==> src/rtl/arb_rr_responder.sv <==
// arb_rr_responder
//   Responder end of the REQ/GNT/REL arbitration interface. Grants a shared
//   resource to one of C_NUM_REQ requesters at a time in round-robin order.
//   An owner that holds the resource for C_MAX_HOLD cycles while another
//   requester waits is asked to let go via REL. An owner that keeps REQ high
//   for C_REL_TIMEOUT cycles of REL loses the grant, and revoke_pulse fires
//   for one cycle.
//
// Parameters
//   C_NUM_REQ     : number of requesters (2..16)
//   C_MAX_HOLD    : grant cycles before REL while others wait (0 = never)
//   C_REL_TIMEOUT : REL cycles before the grant is forcibly revoked (>= 1)
//
// Ports
//   aclk         in   clock, rising edge
//   areset       in   asynchronous active-high reset
//   s_req        in   per-requester REQ, level-sensitive
//   s_gnt        out  per-requester GNT, registered, one-hot or zero
//   s_rel        out  per-requester REL, registered, only the owner's bit
//   owner        out  index of the current owner (valid with owner_valid)
//   owner_valid  out  high whenever any s_gnt bit is high
//   revoke_pulse out  one-cycle pulse on a forced revoke
module arb_rr_responder #(
  parameter int C_NUM_REQ     = 4,
  parameter int C_MAX_HOLD    = 64,
  parameter int C_REL_TIMEOUT = 16
) (
  input  logic                         aclk,
  input  logic                         areset,
  input  logic [C_NUM_REQ-1:0]         s_req,
  output logic [C_NUM_REQ-1:0]         s_gnt,
  output logic [C_NUM_REQ-1:0]         s_rel,
  output logic [$clog2(C_NUM_REQ)-1:0] owner,
  output logic                         owner_valid,
  output logic                         revoke_pulse
);

  localparam int IW = $clog2(C_NUM_REQ);
  // Counter widths only need to hold 0..limit-1.
  localparam int HW = (C_MAX_HOLD > 2) ? $clog2(C_MAX_HOLD) : 1;
  localparam int RW = (C_REL_TIMEOUT > 2) ? $clog2(C_REL_TIMEOUT) : 1;
  localparam logic [HW-1:0] HOLD_MAX = HW'(C_MAX_HOLD - 1);
  localparam logic [RW-1:0] REL_LAST = RW'(C_REL_TIMEOUT - 1);
  localparam bit PREEMPT = (C_MAX_HOLD != 0);

  typedef enum logic [1:0] {
    ST_IDLE    = 2'd0,
    ST_GRANT   = 2'd1,
    ST_RELEASE = 2'd2
  } state_t;

  function automatic logic [C_NUM_REQ-1:0] idx_to_onehot(input logic [IW-1:0] idx);
    logic [C_NUM_REQ-1:0] oh;
    oh      = {C_NUM_REQ{1'b0}};
    oh[idx] = 1'b1;
    return oh;
  endfunction

  state_t               state_r, state_n_s;
  logic [C_NUM_REQ-1:0] gnt_r, gnt_n_s;
  logic [C_NUM_REQ-1:0] rel_r, rel_n_s;
  logic [IW-1:0]        owner_r, owner_n_s;
  logic [IW-1:0]        last_r, last_n_s;
  logic [HW-1:0]        hold_r, hold_n_s;
  logic [RW-1:0]        relcnt_r, relcnt_n_s;
  logic                 owner_valid_r;
  logic                 revoke_r, revoke_n_s;

  logic                 pick_valid_s;
  logic [IW-1:0]        pick_idx_s;
  logic [IW-1:0]        scan_idx_s;
  logic                 owner_req_s;
  logic                 others_s;

  assign s_gnt        = gnt_r;
  assign s_rel        = rel_r;
  assign owner        = owner_r;
  assign owner_valid  = owner_valid_r;
  assign revoke_pulse = revoke_r;

  // While a grant is held, gnt_r is the owner's one-hot mask, so it splits
  // the request vector into "owner still wants it" and "someone else waits".
  assign owner_req_s = |(s_req & gnt_r);
  assign others_s    = |(s_req & ~gnt_r);

  // Round-robin pick: first requester after last_r, wrapping around.
  always_comb begin
    pick_valid_s = 1'b0;
    pick_idx_s   = last_r;
    scan_idx_s   = last_r;
    for (int k = 1; k <= C_NUM_REQ; k++) begin
      scan_idx_s = IW'((int'(last_r) + k) % C_NUM_REQ);
      if (!pick_valid_s && s_req[scan_idx_s]) begin
        pick_valid_s = 1'b1;
        pick_idx_s   = scan_idx_s;
      end else begin
        pick_valid_s = pick_valid_s;
      end
    end
  end

  // Next-state and next-output logic for the grant FSM.
  always_comb begin
    state_n_s  = state_r;
    gnt_n_s    = gnt_r;
    rel_n_s    = rel_r;
    owner_n_s  = owner_r;
    last_n_s   = last_r;
    hold_n_s   = hold_r;
    relcnt_n_s = relcnt_r;
    revoke_n_s = 1'b0;

    case (state_r)
      ST_IDLE: begin
        rel_n_s = {C_NUM_REQ{1'b0}};
        if (pick_valid_s) begin
          gnt_n_s   = idx_to_onehot(pick_idx_s);
          owner_n_s = pick_idx_s;
          last_n_s  = pick_idx_s;
          hold_n_s  = {HW{1'b0}};
          state_n_s = ST_GRANT;
        end else begin
          gnt_n_s = {C_NUM_REQ{1'b0}};
        end
      end

      ST_GRANT: begin
        if (!owner_req_s) begin
          gnt_n_s   = {C_NUM_REQ{1'b0}};
          state_n_s = ST_IDLE;
        end else begin
          if (hold_r != HOLD_MAX) begin
            hold_n_s = hold_r + HW'(1'b1);
          end else begin
            hold_n_s = hold_r;
          end
          // Compare the pre-increment count so REL rises exactly
          // C_MAX_HOLD cycles after GNT when a competitor is already waiting.
          if (PREEMPT && (hold_r == HOLD_MAX) && others_s) begin
            rel_n_s    = gnt_r;
            relcnt_n_s = {RW{1'b0}};
            state_n_s  = ST_RELEASE;
          end else begin
            state_n_s = ST_GRANT;
          end
        end
      end

      ST_RELEASE: begin
        // A voluntary drop wins over a timeout expiring on the same edge.
        if (!owner_req_s) begin
          gnt_n_s   = {C_NUM_REQ{1'b0}};
          rel_n_s   = {C_NUM_REQ{1'b0}};
          state_n_s = ST_IDLE;
        end else if (relcnt_r == REL_LAST) begin
          gnt_n_s    = {C_NUM_REQ{1'b0}};
          rel_n_s    = {C_NUM_REQ{1'b0}};
          revoke_n_s = 1'b1;
          state_n_s  = ST_IDLE;
        end else begin
          relcnt_n_s = relcnt_r + RW'(1'b1);
        end
      end

      default: begin
        gnt_n_s   = {C_NUM_REQ{1'b0}};
        rel_n_s   = {C_NUM_REQ{1'b0}};
        state_n_s = ST_IDLE;
      end
    endcase
  end

  // State, counter and registered-output update.
  always_ff @(posedge aclk or posedge areset) begin
    if (areset) begin
      state_r       <= ST_IDLE;
      gnt_r         <= {C_NUM_REQ{1'b0}};
      rel_r         <= {C_NUM_REQ{1'b0}};
      owner_r       <= {IW{1'b0}};
      last_r        <= IW'(C_NUM_REQ - 1);
      hold_r        <= {HW{1'b0}};
      relcnt_r      <= {RW{1'b0}};
      owner_valid_r <= 1'b0;
      revoke_r      <= 1'b0;
    end else begin
      state_r       <= state_n_s;
      gnt_r         <= gnt_n_s;
      rel_r         <= rel_n_s;
      owner_r       <= owner_n_s;
      last_r        <= last_n_s;
      hold_r        <= hold_n_s;
      relcnt_r      <= relcnt_n_s;
      owner_valid_r <= |gnt_n_s;
      revoke_r      <= revoke_n_s;
    end
  end

endmodule

==> config.mk <==
export PLATFORM = sky130hd
export DESIGN_NAME = arb_rr_responder
export DESIGN_NICKNAME = d
export VERILOG_FILES = /design/src/rtl/arb_rr_responder.sv
export SDC_FILE = /design/constraint.sdc
export NUM_CORES = 1
export LEC_CHECK = 0
export CAP_MARGIN = 15
export CELL_PAD_IN_SITES_DETAIL_PLACEMENT = 1
export CELL_PAD_IN_SITES_GLOBAL_PLACEMENT = 1
export CORE_ASPECT_RATIO = 0.5
export CORE_MARGIN = 3
export CORE_UTILIZATION = 40
export CTS_CLUSTER_SIZE = 25
export DETAILED_ROUTE_END_ITERATION = 7
export PLACE_DENSITY = 0.83
export SKIP_CTS_REPAIR_TIMING = 1
export SYNTH_ARGS = -nofsm -noshare
export SYNTH_HDL_FRONTEND = slang
export SYNTH_SLANG_ARGS = --single-unit
==> constraint.sdc <==
create_clock -name aclk -period 3.2 [get_ports aclk]
set_input_delay 0.64 -clock aclk [delete_from_list [all_inputs] [get_ports aclk]]
set_output_delay 0.64 -clock aclk [all_outputs]
set_load 0.05 [all_outputs]
==> results.md <==
- Status: finished, final reports clean
- DRT antenna net count: 0
- DR pass1 iterations: 4
- Share of the synthesized area in the top cell type: 42.07%
- Synth Warn #: 0
- Sw frac: 44.83%
- Skew-Pair Late Insertion Delay: 0.28 ns
- Leakage power: 0.0007463 µW
- CTS Buf Count: 3
- Initial drt markers: 66
- Ant diodes: 0
- Critical path class: in2reg
- CTS tree: built
- Final setup margin: 0.8741 ns
- Internal: 770.0 µW
- Initial antenna violation count: 0
- Critical Path End Type: flip-flop
- Vias in the first global route: 1170
- Worst VDD drop: 0.0004382 V
- H-tree levels: 1
- FILL cells: 357
- Setup TNS: 0 ns
- Slew headroom: 45.97%
- Final-report hold violation count: 0
- Worst Hold Path Cells: 2
- Ys async rst share: 100.0%
- Gate power share: 44.3%
- IO Count: 18
- Hpwl dp: 2605 µm
- Fin crit period: 2.326 ns
- RSZ-0062 raised after global routing: no
- Synth unique cells: 43
- Commonest non-fill, non-tap cell in the layout: dfrtp_1
- Grt ovf: 0
- Total power draw: 1396 µW
- # rows: 14
- Die X: 90.49 µm
- Clk slew on worst S/H paths: 0.10 ns
- Final clock skew: 0.01631 ns
- Core area: 0.003206 mm²
- Yosys reg bits: 26
- R2R Path End: relcnt_r[0]
- Most frequent cells in the layout: dfrtp_1 (24), clkdlybuf4s50_1 (17), nand2_1 (15)
- Pre-CTS WS: 0.5925 ns
- Clock power frac: 20.0%
- Initial Util: 44.54%
- Final worst-path cycle share: 72.69%
- EDFF count, synth: 0
- First-pass GRT wire length: 5913 µm
- Cells after Synth: 144
- Busiest grt layer: met2
- Via count: 1194
- CTS max path bufs: 2
- Gr usage total: 17.56%
- Max Clk Rate: 429.9 MHz
- WHS Endpoint: owner[1]
- Root buffer cell: clkbuf_8
- Average size of a mapped cell: 9.914 µm²
- Ranking of synthesized cells by area: dfrtp_1 (42%), nand2_1 (3.9%), nand3_1 (3.9%)
- Seq pwr share: 35.7%
- Reg2Reg Depth: 4
- Startpoint types: primary input
- Sw Pwr: 625.7 µW
- Critical R2R Launch: state_r[1]
- Remaining DRCs: 0
- Grt met2 use: 30.69%
- Register area share after synthesis: 45.75%
- Global routing usage on met1: 23.76%
- Chip height: 48.25 µm
- Worst EP required: 3.36 ns
- Pwr dens: 812.5 mW/mm²
- Flop2flop setup slack: 1.14 ns
- Arrival time worst endpoint: 2.49 ns
- Crit Path Max Fanout: 7
- Register area: 653.1 µm²
- Nets: 171
- Clock sinks: 26
- Routed WL: 3518 µm
- Main synth FF type: dfrtp_1
- Largest net degree at the start of global routing: 27
- Syn Std Cell Area: 0.001428 mm²
- HP Class: reg2reg
- Layout cells sized above 1: 8.642%
- Syn Nets: 152
- Max cap viols: 0
- Final GP Congestion: 0.7570
- Routed vias/inst: 5.686
- Final setup viols: 0
- Met3 Use GR: 4.314%
- Slew Limit Fails: 0
- Multi-input gate area: 740.7 µm²
- Worst-Margin Slew: 0.8088 ns
- Hold Crit Start: owner[1]
- Die Area: 0.004365 mm²
- Area grow syn2layout: 20.33%
- Dominant cell type by area after synthesis: dfrtp_1
- Final hold slack: 0.5036 ns
- I/O Buffers: 17
- WL per Instance: 16.75 µm
[power groups by stage]
stage	sequential [µW]	clock, µW	combinational, µW
after floorplan	619	0	308
after global placement	499	0	611
after detailed placement	503	0	622
after CTS	498	283	623
after global routing	510	300	671
final	498	279	619
[area by class of cell]
class | count | area share, %
Clock inverter | 1 | 1.748
Inverter | 4 | 0.8740
Timing Repair Buffer | 18 | 10.34
Multi-Input combinational cell | 110 | 43.12
Clock buffer | 3 | 2.403
Sequential cell | 26 | 38.02
Tap cell | 48 | 3.496
[worst max path at each step]
stage,start,end,cells past startpoint
floorplan,s_gnt[2],s_rel[0],4
global placement,s_req[1],s_rel[1],5
detailed placement,s_req[1],s_rel[1],5
CTS,s_req[1],s_rel[1],5
global route,s_req[1],s_rel[1],5
finish,s_req[1],s_rel[1],5
[logic make-up after synthesis]
| logic type | after synthesis | share of synthesized area (%) |
|---|---|---|
| buf+inv | 8 | 2.365 |
| fa+ha+maj | 2 | 1.753 |
| flops | 26 | 45.75 |
| simple gates | 58 | 22.35 |
| compound gates | 46 | 24.98 |
| mux | 4 | 2.805 |
[registers in the layout (all words and copies together), names as in the netlist]
| signal | flops |
|---|---|
| owner_valid | 1 |
| relcnt_r | 4 |
| s_rel | 4 |
| state_r | 2 |
| owner | 2 |
| s_gnt | 4 |
| hold_r | 6 |
| revoke_pulse | 1 |
| last_r | 2 |
[metal layers]
metal  wire length (µm)  part of all wire, %
met5                  0                    0
met1               1792                   51
met4                 18                 0.51
met3                102                  2.9
met2               1605                   46
[through the flow]
stage | instance area [µm²] | utilization [%] | std cells
final | 1718 | 53.59 | 210
after detailed placement | 1647 | 51.37 | 206
after floorplan | 1428 | - | 144
after CTS | 1718 | 53.59 | 210
after global routing | 1718 | 53.59 | 210
after global placement | 1647 | 51.37 | 206
[synthesized netlist by cell type (all sizes together) (4+ instances only)]
cell type	instances
mux2i	4
o21ai	11
o31ai	4
a211o	4
nand3	12
nand2	15
nand4	4
inv	4
o211a	4
a21oi	7
dfrtp	24
nor2b	6
nor2	7
[critical path, cell delays in order]
cell	delay (ns)
clkdlybuf4s50_1	0.51
nor2b_4	0.18
a2111oi_4	0.62
nor3_2	0.20
a211o_1	0.34
Power figures use the tool's default switching activity.
